## config.mk

```make
export PLATFORM = sky130hd
export DESIGN_NAME = acc_requant_flat
export DESIGN_NICKNAME = d
export VERILOG_FILES = /design/src/rtl/acc_requant_if.sv /design/src/rtl/acc_requant.sv /design/src/flat_wrapper.sv
export SDC_FILE = /design/constraint.sdc
export NUM_CORES = 1
export LEC_CHECK = 0
export ABC_CLOCK_PERIOD_IN_PS = 5200
export BUFFER_PORTS_ARGS = -buffer_cell sky130_fd_sc_hd__buf_2
export CORE_MARGIN = 3
export CORE_UTILIZATION = 55
export CTS_CLUSTER_DIAMETER = 50
export DETAILED_ROUTE_END_ITERATION = 16
export PLACE_DENSITY = 0.77
export RECOVER_POWER = 100
export SLEW_MARGIN = 20
export SYNTH_ARGS = -nofsm -noshare
export SYNTH_HDL_FRONTEND = slang
export SYNTH_SLANG_ARGS = --single-unit
export TNS_END_PERCENT = 5
```

## constraint.sdc

```tcl
create_clock -name clk_i -period 5.2 [get_ports clk_i]
set_clock_uncertainty 0.15 [all_clocks]
set_input_delay 0.78 -clock clk_i [delete_from_list [all_inputs] [get_ports clk_i]]
set_output_delay 0.78 -clock clk_i [all_outputs]
set_load 0.02 [all_outputs]
```

## src/rtl/acc_requant_if.sv

```systemverilog
// Stream bundle for acc_requant: accumulator beats in, requantized activations out.
// The master side feeds beats and consumes results; the slave side is the requantizer.
interface acc_requant_if #(
  parameter int N       = 16,
  parameter int SHIFT_W = 6
);
  logic                  valid_i;
  logic                  ready_o;
  logic signed [2*N-1:0] acc_i;
  logic signed [2*N-1:0] bias_i;
  logic [SHIFT_W-1:0]    shift_i;
  logic                  relu_en_i;

  logic                  valid_o;
  logic                  ready_i;
  logic signed [N-1:0]   q_o;
  logic                  sat_o;

  modport master (
    output valid_i, acc_i, bias_i, shift_i, relu_en_i, ready_i,
    input  ready_o, valid_o, q_o, sat_o
  );

  modport slave (
    input  valid_i, acc_i, bias_i, shift_i, relu_en_i, ready_i,
    output ready_o, valid_o, q_o, sat_o
  );
endinterface

```

## src/rtl/acc_requant.sv

```systemverilog
// Requantizer behind the mac accumulator: bias add, rounding shift, optional ReLU
// and saturation to N bits, as a 2-stage full-throughput valid/ready pipeline.
module acc_requant #(
  parameter int N       = 16,
  parameter int SHIFT_W = 6,
  parameter int CNT_W   = 16
) (
  input  logic              clk_i,
  input  logic              rst_ni,
  acc_requant_if.slave      bus,
  input  logic              clear_i,
  output logic [CNT_W-1:0]  sat_count_o
);

  localparam int AW   = 2 * N;
  localparam int SW   = 2 * N + 2;
  localparam int SH_W = $clog2(2 * N + 1);

  localparam logic signed [SW-1:0] QMax = (SW'(1) <<< (N - 1)) - SW'(1);
  localparam logic signed [SW-1:0] QMin = ~QMax;

  logic                 v1, v2;
  logic signed [SW-1:0] sum1;
  logic [SH_W-1:0]      sh1;
  logic                 relu1;

  logic                 accept, adv2, handoff;
  logic signed [SW-1:0] sum_in;
  logic [SH_W-1:0]      sh_in;

  logic signed [SW-1:0] half, rnd, r;
  logic signed [N-1:0]  q_nxt;
  logic                 sat_nxt;

  // A full pipe can still take a beat when the output drains this cycle.
  assign bus.ready_o = !v1 || !v2 || bus.ready_i;
  assign bus.valid_o = v2;
  assign accept      = bus.valid_i && bus.ready_o;
  assign adv2        = v1 && (!v2 || bus.ready_i);
  assign handoff     = v2 && bus.ready_i;

  assign sum_in = SW'(bus.acc_i) + SW'(bus.bias_i);

  // NOTE: every variable written here gets a value on every path, so no latch is inferred.
  always_comb begin
    if (int'(bus.shift_i) > AW) sh_in = SH_W'(AW);
    else                        sh_in = SH_W'(bus.shift_i);
  end

  // Adding half an LSB before the arithmetic shift rounds half toward +inf;
  // with sh1 == 0 the half term collapses to zero and the sum passes through.
  always_comb begin
    half    = SW'(1) << sh1;
    half    = half >>> 1;
    rnd     = sum1 + half;
    r       = rnd >>> sh1;
    if (relu1 && r[SW-1]) r = '0;
    sat_nxt = 1'b0;
    q_nxt   = r[N-1:0];
    if (r > QMax) begin
      q_nxt   = QMax[N-1:0];
      sat_nxt = 1'b1;
    end else if (r < QMin) begin
      q_nxt   = QMin[N-1:0];
      sat_nxt = 1'b1;
    end
  end

  // NOTE: state uses non-blocking assignments so every register samples pre-edge values.
  // NOTE: the datapath registers are reset as well so q_o/sat_o read 0 during reset.
  always_ff @(posedge clk_i or negedge rst_ni) begin
    if (!rst_ni) begin
      v1        <= 1'b0;
      v2        <= 1'b0;
      sum1      <= '0;
      sh1       <= '0;
      relu1     <= 1'b0;
      bus.q_o   <= '0;
      bus.sat_o <= 1'b0;
    end else begin
      if (accept) begin
        v1    <= 1'b1;
        sum1  <= sum_in;
        sh1   <= sh_in;
        relu1 <= bus.relu_en_i;
      end else if (adv2) begin
        v1 <= 1'b0;
      end

      if (adv2) begin
        v2        <= 1'b1;
        bus.q_o   <= q_nxt;
        bus.sat_o <= sat_nxt;
      end else if (handoff) begin
        v2 <= 1'b0;
      end
    end
  end

  // Clear takes priority over a same-cycle clamped hand-off.
  always_ff @(posedge clk_i or negedge rst_ni) begin
    if (!rst_ni) begin
      sat_count_o <= '0;
    end else if (clear_i) begin
      sat_count_o <= '0;
    end else if (handoff && bus.sat_o && (sat_count_o != '1)) begin
      sat_count_o <= sat_count_o + 1'b1;
    end
  end

endmodule

```

## src/flat_wrapper.sv

```systemverilog
// flat-port wrapper written by rule: the top's interface ports become plain ports
module acc_requant_flat 
#(
  parameter int N       = 16,
  parameter int SHIFT_W = 6,
  parameter int CNT_W   = 16
)
  (clk_i, rst_ni, clear_i, sat_count_o, bus_valid_i, bus_acc_i, bus_bias_i, bus_shift_i, bus_relu_en_i, bus_ready_i, bus_ready_o, bus_valid_o, bus_q_o, bus_sat_o);
  acc_requant_if #(.N(N), .SHIFT_W(SHIFT_W)) bus_i ();
  input  logic clk_i;
  input  logic rst_ni;
  input  logic clear_i;
  output logic [CNT_W-1:0] sat_count_o;
  input wire logic [$bits(bus_i.valid_i)-1:0] bus_valid_i;
  input wire logic [$bits(bus_i.acc_i)-1:0] bus_acc_i;
  input wire logic [$bits(bus_i.bias_i)-1:0] bus_bias_i;
  input wire logic [$bits(bus_i.shift_i)-1:0] bus_shift_i;
  input wire logic [$bits(bus_i.relu_en_i)-1:0] bus_relu_en_i;
  input wire logic [$bits(bus_i.ready_i)-1:0] bus_ready_i;
  output wire logic [$bits(bus_i.ready_o)-1:0] bus_ready_o;
  output wire logic [$bits(bus_i.valid_o)-1:0] bus_valid_o;
  output wire logic [$bits(bus_i.q_o)-1:0] bus_q_o;
  output wire logic [$bits(bus_i.sat_o)-1:0] bus_sat_o;
  assign bus_i.valid_i = bus_valid_i;
  assign bus_i.acc_i = bus_acc_i;
  assign bus_i.bias_i = bus_bias_i;
  assign bus_i.shift_i = bus_shift_i;
  assign bus_i.relu_en_i = bus_relu_en_i;
  assign bus_i.ready_i = bus_ready_i;
  assign bus_ready_o = bus_i.ready_o;
  assign bus_valid_o = bus_i.valid_o;
  assign bus_q_o = bus_i.q_o;
  assign bus_sat_o = bus_i.sat_o;
  acc_requant #(.N(N), .SHIFT_W(SHIFT_W), .CNT_W(CNT_W)) u_core (.clk_i(clk_i), .rst_ni(rst_ni), .bus(bus_i), .clear_i(clear_i), .sat_count_o(sat_count_o));
endmodule
```

# Word level (Yosys, flattened, before mapping)
# Cells that the tools add are included.
dict set report totals {
  inputBits 76
  register_bits 76
  out_inout_bits 35
}
dict set report classes {
  magnitude_cmp 3
  mux 12
  eq_ne 1
  add_sub_neg 3
  shifts 2
  reduce_logical 14
}
# operator count
set ops {}
lappend ops {{$mux 16} 4}
lappend ops {{$add 34x33->34} 1}
lappend ops {{$gt 34x16->1 const B} 1}
lappend ops {{$lt 34x16->1 const B} 1}
lappend ops {{$mux 34} 1}
lappend ops {{$shl 1x6->34 const A} 1}
lappend ops {{$sshr 34x6->34} 1}
lappend ops {{$add 32x32->33} 1}
lappend ops {{$add 16x1->16 const B} 1}
lappend ops {{$ne 16x16->1 const B} 1}
lappend ops {{$gt 6x6->1 const B} 1}
lappend ops {{$logic_and 1x1->1} 6}
lappend ops {{$mux 1} 6}
lappend ops {{$mux 6} 1}
lappend ops {{$reduce_bool 2->1} 3}
lappend ops {{$logic_or 1x1->1} 3}
lappend ops {{$logic_not 1->1} 2}

# Logic depth before layout (Yosys ltp)
# Gate-level depths: netlist of the first run.
dict set report depth {
  ltp_word 8
  ltp_mapped 23
  mapped_depth_nobuf 18
}

# Least setup slack after synthesis of the first run
# OpenSTA, ideal clock, no wires.
dict set report synth_timing {
  path_kind {reg2reg}
  from {register u_core.sh1[3]}
  to {register u_core.bus.q_o[11]}
  setup_time_ns 0.096
  stages_incl_launch_ff 23
  n_path_buf 6
  setup_slack_ns -0.380
  arrival_ns 5.334
  synth_period_minus_slack_ns 5.580
  required_ns 4.954
  cell_sequence {dfrtp_1 -> clkbuf_1 -> buf_1 -> clkbuf_1 -> clkbuf_1 -> nand3_1 -> nor2_1 -> ha_1 -> buf_2 -> and2_1 -> and3_1 -> and2_1 -> and3_1 -> a311oi_4 -> xnor2_1 -> mux4_2 -> mux2i_1 -> mux2_4 -> nor4_1 -> nand4_1 -> a31o_1 -> buf_6 -> o32ai_2}
}
dict set report synth_via {
  elab_chain_len 8
  elab_cells_between_ends 9
}
# element line
set synth_rtl {}
lappend synth_rtl {{from (decl)} acc_requant.sv:24} ;# logic [SH_W-1:0] sh1;
lappend synth_rtl {{from (signal assigned)} acc_requant.sv:84} ;# sh1 <= sh_in;
lappend synth_rtl {{$shl 1x6->34} acc_requant.sv:53} ;# half = SW'(1) << sh1;
lappend synth_rtl {{$add 34x33->34} acc_requant.sv:55} ;# rnd = sum1 + half;
lappend synth_rtl {{$sshr 34x6->34 *} acc_requant.sv:56} ;# r = rnd >>> sh1;
lappend synth_rtl {{$logic_and 1x1->1} acc_requant.sv:57} ;# if (relu1 && r[SW-1]) r = '0;
lappend synth_rtl {{$mux 34 *} acc_requant.sv:57}
lappend synth_rtl {{$lt 34x16->1} acc_requant.sv:63} ;# end else if (r < QMin) begin
lappend synth_rtl {{$mux 16} acc_requant.sv:63}
lappend synth_rtl {{$mux 16 *} acc_requant.sv:60} ;# if (r > QMax) begin
lappend synth_rtl {{to (signal assigned)} acc_requant.sv:92} ;# bus.q_o <= q_nxt;
lappend synth_rtl {{to (decl)} acc_requant_if.sv:26} ;# output ready_o, valid_o, q_o, sat_o
# Every way passes the cells marked *; elsewhere a longest branch is shown, timed or not.
# A chain may end at the register's enable or synchronous reset.

# Final worst setup path of the first run
dict set report layout_timing {
  from {register u_core.sh1[0]}
  to {register u_core.bus.q_o[4]}
}
# Same word-level chain as after synthesis.

==> results of run 1 <==
[stage by stage]
stage | cells | utilization, % | hold slack (ns) | power, W
3_3_place_gp | 1708 | 66.2 | 0.321 | 0.00294
3_5_place_dp | 1708 | 66.2 | 0.325 | 0.00298
5_1_grt | 1740 | 71.2 | 0.372 | 0.00415
4_1_cts | 1728 | 68.9 | 0.343 | 0.00378
6_report | 1740 | 71.2 | 0.337 | 0.00393
2_1_floorplan | 1282 | - | 0.299 | 0.00224
[sequential cells by signal, indices dropped and copies added, names as in the netlist]
| register | flops |
|---|---|
| u_core.bus.sat_o | 1 |
| u_core.bus.q_o | 16 |
| u_core.sum1 | 33 |
| u_core.sat_count_o | 16 |
| u_core.v1 | 1 |
| u_core.sh1 | 6 |
| u_core.relu1 | 1 |
| u_core.bus.valid_o | 1 |
[cells in the mapped netlist, types with 5 or more instances]
cell type  count  area, um2
nand2b_1      23        144
o22ai_1       11       68.8
dfrtp_1       75       1880
o32ai_2        9        146
a311oi_1       5       43.8
mux4_2         6        135
and4_1         7       61.3
buf_2         15       75.1
inv_1         27        101
nor3_1        22        110
clkbuf_8      16        220
o21ai_0       84        420
xor2_1        35        307
clkbuf_1      32        120
a211o_1        5       43.8
nor2_1       143        537
nand4_1       24        150
ha_1          66        826
o21a_1        12       90.1
a31oi_1       11       68.8
o21ai_1        6       30.0
xnor2_1       28        245
nand2_1      158        593
a21boi_0       7       52.6
nor4_1        10       62.6
or3_1         13       81.3
buf_1          5       18.8
or2_2          8       50.1
o31ai_1        8       60.1
mux2_2        15        169
o21bai_1      10       75.1
and2_1        13       81.3
and3_1        13       81.3
o211ai_1      20        150
nor2b_1        8       50.1
mux2i_1       38        380
a21oi_1       87        435
a21o_1        20        150
a211oi_1      37        278
nand3_1       24        120
[power by group]
part | internal [W] | leakage, nW | switching (W)
Combinational | 0.00102 | 4.38 | 0.00136
Clock | 0.000471 | 0.167 | 0.000266
Sequential | 0.000709 | 0.914 | 0.0000951
[path summary, 6_finish.rpt]
check / startpoint / to / slack, ns / cells after the start
setup / recovery: u_core.sh1[0] / u_core.bus.q_o[4] / -0.04 / 18
hold / removal: u_core.sum1[17] / u_core.sum1[17] / 0.34 / 2
setup reg to reg: u_core.sh1[0] / u_core.bus.q_o[4] / -0.04 / 18
hold reg to reg: u_core.sum1[17] / u_core.sum1[17] / 0.34 / 2
max in group asynchronous: rst_ni / u_core.sh1[0] / 2.89 / 1
min in group asynchronous: rst_ni / u_core.sat_count_o[8] / 0.78 / 1
[per-layer routing]
layer	vias to the layer above	GRT usage [%]	part of all wire [%]
li1	5234	-	-
met1	5076	41.0	40
met2	600	53.3	47
met3	135	4.58	7.7
met4	0	15.0	5.1
met5	-	0	0
[layout make-up]
class	instances	area [um2]	area share (%)
multi-input cells	1104	8020	64.0
repair buffers	292	1900	15.1
flip-flops and latches	75	1880	15.0
well taps	225	282	2.25
clock buffers	10	229	1.83
clock inverters	6	113	0.899
inverters	28	111	0.889
[worst min-delay path, stage by stage (launching register included)]
cell	delay, ns
dfrtp_1	0.34
nand2_1	0.05
o21ai_0	0.06
[cells by family (layout without fill, tap and decap cells)]
logic type | Yosys count | in the layout | synth area share (%)
xor+xnor | 64 | 64 | 5.65
mux | 64 | 64 | 7.50
buf+inv | 104 | 336 | 6.25
flops | 75 | 75 | 18.7
compound gates | 411 | 412 | 29.5
simple gates | 496 | 496 | 23.9
fa+ha+maj | 68 | 68 | 8.61
[repair_timing]
| action | 4_1_cts | 5_1_grt |
|---|---|---|
| setup buffers | 3 | 12 |
| resized for setup | 26 | 81 |
| cloned | 1 | 0 |
| pin swaps | 6 | 31 |
| endpoints found under the setup margin | 16 | 16 |
| hold buffers | 0 | 0 |
==> results.cfg, run 1 <==
[worst_setup_path]
cpPeakStageDelay_ns = 0.57
crit_type = flop to flop
crit_fanout = 8
crit_family = simple AND/OR/NAND/NOR gates
crit_buf_inv = 1
worstSetupStartpointType = flop
worstPathRequired_ns = 5.28
cp_cell_sequence = inv_4 -> nor2_4 -> nand2_1 -> nor2_1 -> ha_1 -> a21oi_1 -> o211ai_1 -> a31o_2 -> nand4_1 -> and3_2 -> mux2_4 -> o221a_4 -> a21oi_4 -> a21boi_0 -> or4b_4 -> nor4_4 -> o31a_4 -> o32ai_1
end_kind = flop
cp_slowest_cell = or4b_4
arrival_ns = 5.31

[final_layout]
stdcell_area_um2 = 12500
fin_nets = 1654
antennaDiodeCount = 0
area_delta_synth_final_pct = 24.6
drive_above_1_share_pct = 28.3
fillers = 1458
mostFrequentLayoutCells = buf_4, nand2_1, nor2_1
final_common_cell = buf_4

[synth]
syn_area_um2 = 10100
synth_edf_count = 0
ys.flop_type = dfrtp_1
synth-async-reset-ratio_pct = 100
synth-seq-area-share_pct = 18.7
ys_ff_latch = 75
synth_fp_nets = 1426
ys_types = 113
syn_inst = 1282
avgSynthCellArea_um2 = 7.84
ys_warn_count = 0

[sta]
relSlewSlack_pct = -24.6
setup_viol = 10
worstMarginPinSlew_ns = 1.87
fin_crit_sh_pct = 101
fin_setup_tns_ns = -0.214
final_max_slew_viol_count = 76
fin_ws_ns = -0.0355
fin_crit_ns = 5.24
final-hold-violation-count = 0
rsz0062_at_grt = yes
fmax_mhz = 191

[pwr]
vdd.ir_drop.worst_mv = 0.276
leakage_nw = 5.46
p_per_area_nw_per_um2 = 313

[die]
die_w_um = 141
io_pins = 111
die_h_um = 141
rows = 48
core-area_um2 = 17600
start_util_pct = 57.1
dieArea_um2 = 19900

[route]
via_count = 11000
post_drt_wl_per_cell_um = 19.0
viasPerCell = 6.35
firstDrtPassIters = 6
antenna_left = 0
dr.first_iter.drc_count = 969
finalWirelength_um = 33100
drc = 0

[global_route]
grtUsageTotal_pct = 32.1
grt_remaining_overflow = 0
grt_pass1_vias = 10400
grt_max_degree = 76
grt_pass1_wl_um = 52500
antenna_found_initial = 0

[run_status]
violations = max-capacitance violations, max-slew violations, negative setup slack
status = complete, but fails checks

[place]
place_hpwl_um = 25100
preCtsSetupSlack_ns = -0.111
io_buffers = 110
place_area_um2 = 11600
place_congestion = 1.00

[clocking]
clk_pin_slew_worst_paths_ns = 0.06
numCtsBuffers = 9
cts_root_buffer = clkbuf_16
cts_tree = done
clk-insertion-delay-late_ns = 0.35
clock_path_buffers = 2
cts.sinks = 75
h-tree-depth = 3

[flow_run]
maxCapViolCount = 1

[hold_path]
holdCritPathClass = flop to flop
No activity file was read; power rests on OpenSTA's default activity.
==> inputs of run 2 (changes only) <==
--- a/config.mk
+++ b/config.mk
@@ -5,13 +5,14 @@
 export SDC_FILE = /design/constraint.sdc
 export NUM_CORES = 1
 export LEC_CHECK = 0
-export ABC_CLOCK_PERIOD_IN_PS = 5200
+export ABC_AREA = 1
+export ABC_CLOCK_PERIOD_IN_PS = 6100
 export BUFFER_PORTS_ARGS = -buffer_cell sky130_fd_sc_hd__buf_2
 export CORE_MARGIN = 3
-export CORE_UTILIZATION = 55
+export CORE_UTILIZATION = 65
 export CTS_CLUSTER_DIAMETER = 50
 export DETAILED_ROUTE_END_ITERATION = 16
-export PLACE_DENSITY = 0.77
+export PLACE_DENSITY = 0.85
 export RECOVER_POWER = 100
 export SLEW_MARGIN = 20
 export SYNTH_ARGS = -nofsm -noshare
==> constraint.sdc (replaced) <==
create_clock -name clk_i -period 6.1 [get_ports clk_i]
set_clock_uncertainty 0.15 [all_clocks]
set_input_delay 0.915 -clock clk_i [delete_from_list [all_inputs] [get_ports clk_i]]
set_output_delay 0.915 -clock clk_i [all_outputs]
set_load 0.02 [all_outputs]
==> results.cfg, run 2 <==
[run_status]
status = complete, but fails checks
violations = max-capacitance violations, max-slew violations

[sta]
worstMarginPinSlew_ns = 3.92
relSlewSlack_pct = -161
final_max_slew_viol_count = 138
fmax_mhz = 195
rsz0062_at_grt = no
fin_crit_sh_pct = 84.1
fin_crit_ns = 5.13
final-hold-violation-count = 0
setup_viol = 0
fin_setup_tns_ns = 0

[route]
via_count = 11300
dr.first_iter.drc_count = 1253
viasPerCell = 5.88
drc = 0
antenna_left = 0
finalWirelength_um = 31000
firstDrtPassIters = 5
post_drt_wl_per_cell_um = 16.1

[synth]
synth_top_area_cell = nand2_1
synth_xor_area_share_pct = 3.61
synth_most_common_cell = nand2_1
ys_types = 48
synth_fp_nets = 1796
syn_area_um2 = 9710
yosys.area_share.simple_pct = 43.9
synthTopCellsByArea = nand2_1, dfrtp_1, nand3_1
avgSynthCellArea_um2 = 5.88
synth-compound-area-share_pct = 12.5
ys.flop_type = dfrtp_1
synth_fa_ha_area_share_pct = 8.92
ys_ff_latch = 75
synth-seq-area-share_pct = 19.3
synth_mux_area_share_pct = 0.722
synth_top_area_share_pct = 19.8
synthTopCellsByCount = nand2_1, nand3_1, inv_1
ys_warn_count = 0
synth_edf_count = 0
synth_top_family_by_area = simple AND/OR/NAND/NOR gates
syn_inst = 1652
synth-async-reset-ratio_pct = 100

[clocking]
clock_path_buffers = 2
cts_root_buffer = clkbuf_16
post-cts-setup-buffers = 0
numCtsBuffers = 9
cts_tree = done
postCtsHoldBufs = 0
cts.sinks = 75
clk-insertion-delay-late_ns = 0.34
ctsResizeCount = 0
clk_pin_slew_worst_paths_ns = 0.06
h-tree-depth = 3

[pwr]
p_per_area_nw_per_um2 = 253
vdd.ir_drop.worst_mv = 0.173
leakage_nw = 5.67

[worst_setup_path]
worstSetupStartpointType = flop
end_kind = flop
r2r_slack_ns = 0.97
timing.rr.end = u_core.bus.q_o[11]
crit_fanout = 35
crit_type = flop to flop
worstPathRequired_ns = 6.15
arrival_ns = 5.18
reg2reg_from = u_core.sh1[0]
rr_worst_depth = 25

[final_layout]
fin_nets = 1875
ff_latch_area_um2 = 1880
area_delta_synth_final_pct = 9.05
top_register = u_core.sum1
fillers = 1306
largest_register_ffs = 33
drive_above_1_share_pct = 9.16
multi_input_area_um2 = 6750
top_regs = u_core.sum1 x33, u_core.bus.q_o x16, u_core.sat_count_o x16
mostFrequentLayoutCells = nand2_1, nand3_1, inv_1
stdcell_area_um2 = 10600
final_common_cell = nand2_1

[die]
start_util_pct = 66.5
rows = 44
die_w_um = 128
io_pins = 111
dieArea_um2 = 16400
die_h_um = 128
core-area_um2 = 14600

[hold_path]
min_from = u_core.sum1[10]
holdCritPathClass = flop to flop
hold_depth = 2
whs_endpoint = u_core.sum1[10]

[place]
place_hpwl_um = 24900
place_congestion = 1.11
place_area_um2 = 10300
io_buffers = 110

[flow_run]
maxCapViolCount = 2

[global_route]
antenna_found_initial = 0
grt_pass1_wl_um = 50800
grtUsageTotal_pct = 38.1
grt_pass1_vias = 10400
grt_max_degree = 76
grt_remaining_overflow = 0
-- run 2: metrics by stage --
stage	setup WS, ns	hold slack [ns]	cells	utilization (%)	total power, W
global placement	1.29	0.313	1904	70.8	0.00209
detailed placement	1.24	0.324	1904	70.8	0.00210
finish	0.967	0.350	1921	72.6	0.00268
floorplan	2.01	0.298	1652	-	0.00172
CTS	1.21	0.346	1920	72.9	0.00267
global route	0.577	0.372	1920	72.5	0.00288
-- run 2: worst max-delay path, cell delays in order, from the launching register on --
cell     delay [ns]
dfrtp_1        0.32
buf_4          0.32
inv_1          0.26
nor2_1         0.34
nand3_1        0.21
nor2_1         0.20
ha_1           0.21
nand2_1        0.11
nor2_1         0.22
inv_1          0.11
nor2_1         0.30
nand4_1        0.29
nand3_1        0.17
nand2_1        0.06
nand2_1        0.14
nand2_1        0.09
nand3_1        0.12
nand3_1        0.12
nand3_1        0.13
nand3_1        0.13
o21ai_0        0.20
nand2_1        0.07
nor2_1         0.17
nand3_1        0.18
nand3_4        0.20
nand3_1        0.15
-- run 2: per-layer routing --
| metal | global-route usage (%) | vias to the layer above | routed length [um] |
|---|---|---|---|
| li1 | - | 5533 | - |
| met1 | 52.6 | 5063 | 12900 |
| met3 | 6.96 | 81 | 3200 |
| met4 | 13.4 | 0 | 1080 |
| met5 | 0 | - | 0 |
| met2 | 59.8 | 624 | 13800 |
-- run 2: layout make-up --
class / instances / area share [%]
multi-input cells: 1306 / 63.8
flip-flops and latches: 75 / 17.7
inverters: 217 / 7.77
repair buffers: 122 / 5.57
clock buffers: 10 / 2.26
well taps: 184 / 2.17
clock inverters: 6 / 0.674
diodes: 1 / 0.0236
-- run 2: worst max-delay path by stage --
stage | start | endpoint | slack, ns | cells after the start
after floorplan | u_core.sh1[0] | u_core.bus.q_o[11] | 2.01 | 32
after global placement | u_core.sh1[0] | u_core.bus.sat_o | 1.29 | 29
after detailed placement | u_core.sh1[0] | u_core.bus.q_o[11] | 1.24 | 25
after CTS | u_core.sh1[0] | u_core.bus.q_o[11] | 1.21 | 25
after global routing | u_core.sh1[0] | u_core.bus.q_o[11] | 0.58 | 25
final | u_core.sh1[0] | u_core.bus.q_o[11] | 0.97 | 25
-- run 2: cell families (layout without fill, tap and decap cells) --
group,after synthesis,after routing
DFF,75,75
and+or+nand+nor,971,971
muxes,7,7
xor gates and xnor gates,40,40
other,0,1
adders and majority gates,68,68
buffers and inverters,271,355
AOI/OAI and AO/OA,220,220
-- run 2: report_power, final --
part	internal (W)	total, W	leakage (nW)	switching, W
sequential	0.000596	0.000698	0.928	0.000101
combinational	0.000461	0.00143	4.60	0.000973
clock	0.000331	0.000547	0.146	0.000216
total	0.00139	0.00268	5.67	0.00129
==> inputs of run 3 (changes only) <==
--- a/config.mk
+++ b/config.mk
@@ -6,13 +6,13 @@
 export NUM_CORES = 1
 export LEC_CHECK = 0
 export ABC_AREA = 1
-export ABC_CLOCK_PERIOD_IN_PS = 6100
+export ABC_CLOCK_PERIOD_IN_PS = 4620
 export BUFFER_PORTS_ARGS = -buffer_cell sky130_fd_sc_hd__buf_2
 export CORE_MARGIN = 3
-export CORE_UTILIZATION = 65
+export CORE_UTILIZATION = 55
 export CTS_CLUSTER_DIAMETER = 50
 export DETAILED_ROUTE_END_ITERATION = 16
-export PLACE_DENSITY = 0.85
+export PLACE_DENSITY = 0.77
 export RECOVER_POWER = 100
 export SLEW_MARGIN = 20
 export SYNTH_ARGS = -nofsm -noshare
==> constraint.sdc (replaced) <==
create_clock -name clk_i -period 4.62 [get_ports clk_i]
set_clock_uncertainty 0.15 [all_clocks]
set_input_delay 0.693 -clock clk_i [delete_from_list [all_inputs] [get_ports clk_i]]
set_output_delay 0.693 -clock clk_i [all_outputs]
set_load 0.02 [all_outputs]
==> results.cfg, run 3 (synthesized netlist as in run 2, its figures left out) <==
[clocking]
clk-insertion-delay-late_ns = 0.33
clock_path_buffers = 2
h-tree-depth = 3
clk_pin_slew_worst_paths_ns = 0.06
cts.sinks = 75
cts_root_buffer = clkbuf_16
post-cts-setup-buffers = 0
cts_tree = done
numCtsBuffers = 9

[route]
firstDrtPassIters = 8
finalWirelength_um = 31100
dr.first_iter.drc_count = 1025
antenna_left = 0
drc = 0
via_count = 11000
viasPerCell = 5.62
post_drt_wl_per_cell_um = 15.9

[worst_setup_path]
cp_common_cell = nand2_1
worstPathRequired_ns = 4.69
crit_type = flop to flop
end_kind = flop
rr_worst_depth = 32
cpPeakStageDelay_ns = 0.38
timing.rr.end = u_core.bus.sat_o
worstSetupStartpointType = flop
arrival_ns = 4.38
r2r_slack_ns = 0.31
reg2reg_from = u_core.sh1[5]
cp_slowest_cell = dfrtp_1
crit_fanout = 16

[die]
start_util_pct = 57.3
die_w_um = 139
dieArea_um2 = 19300
rows = 47
core-area_um2 = 16900
io_pins = 111
die_h_um = 139

[final_layout]
top_regs = u_core.sum1 x33, u_core.bus.q_o x16, u_core.sat_count_o x16
antennaDiodeCount = 0
fin_nets = 1882
final_common_cell = nand2_1
final_util_pct = 63.4
drive_above_1_share_pct = 10.5
largest_register_ffs = 33
mostFrequentLayoutCells = nand2_1, nand3_1, inv_1
area_delta_synth_final_pct = 10.6
top_register = u_core.sum1

[global_route]
grt_pass1_vias = 10100
grt_max_degree = 76
grt_remaining_overflow = 0
antenna_found_initial = 0
grt_pass1_wl_um = 50900
grtUsageTotal_pct = 31.8

[hold_path]
min_from = u_core.v1
holdCritPathClass = flop to flop
whs_endpoint = u_core.bus.valid_o
hold_depth = 2

[sta]
fin_crit_sh_pct = 93.3
setup_viol = 0
fin_ws_ns = 0.308
final_max_slew_viol_count = 137
hold_slack_ns = 0.327
final-hold-violation-count = 0
worstMarginPinSlew_ns = 2.03
relSlewSlack_pct = -35.4
fin_crit_ns = 4.31
fin_setup_tns_ns = 0
fmax_mhz = 232
rsz0062_at_grt = no

[run_status]
status = complete, but fails checks
violations = max-capacitance violations, max-slew violations

[place]
preCtsSetupSlack_ns = 0.210
io_buffers = 110
place_congestion = 1.04
place_hpwl_um = 25500

[pwr]
leakage_nw = 5.71
p_per_area_nw_per_um2 = 336
vdd.ir_drop.worst_mv = 0.191
finalPower_w = 0.00361

[flow_run]
maxCapViolCount = 2
run 3: changes by cell type in the layout (fill, tap and decap cells not counted), sizes merged:
cell / change
diode: -1
buf: +7
run 3: what timing repair did:
item | in CTS | in global routing
endpoints found under the setup margin | 0 | 16
gates resized for setup | 0 | 16
hold buffers | 0 | 0
run 3: area by class of cell:
type	count	area [um2]
fill	1654	6200
multi-input combinational	1306	6800
timing repair buffer	129	649
tap	220	275
sequential	75	1880
clock buffer	10	239
clock inverter	6	71.3
inverter	217	825
run 3: metal layers:
metal  global-route usage, %  routed length, um
met3                    4.66               2680
met1                    45.7              14100
met2                    49.2              13500
met5                       0                  0
met4                    10.1                905
run 3: worst max path at each step:
stage                                     to  slack (ns)           from
after floorplan           u_core.bus.q_o[11]        0.53  u_core.sh1[0]
after global placement      u_core.bus.sat_o        0.22  u_core.sh1[4]
after detailed placement    u_core.bus.sat_o        0.21  u_core.sh1[4]
after CTS                   u_core.bus.sat_o        0.21  u_core.sh1[4]
after global routing       u_core.bus.q_o[3]        0.03  u_core.sh1[0]
final                       u_core.bus.sat_o        0.31  u_core.sh1[5]
run 3: critical path: cells and delay by family (launching register included):
kind,cells,cell delay [ns]
flip-flops,1,0.38
AND/OR/NAND/NOR,25,2.45
buffers and inverters,6,0.86
adder cells (fa/ha/maj),1,0.35
run 3: through the flow:
step | cells | instance area, um2
2_1_floorplan | 1652 | 9710
3_3_place_gp | 1947 | 10400
3_5_place_dp | 1947 | 10400
4_1_cts | 1963 | 10700
5_1_grt | 1963 | 10700
6_report | 1963 | 10700
run 3: where the power goes:
group          internal (W)  switching (W)  total (W)
registers          0.000788       0.000109   0.000897
clock network      0.000437       0.000276   0.000714
logic              0.000632        0.00137    0.00200
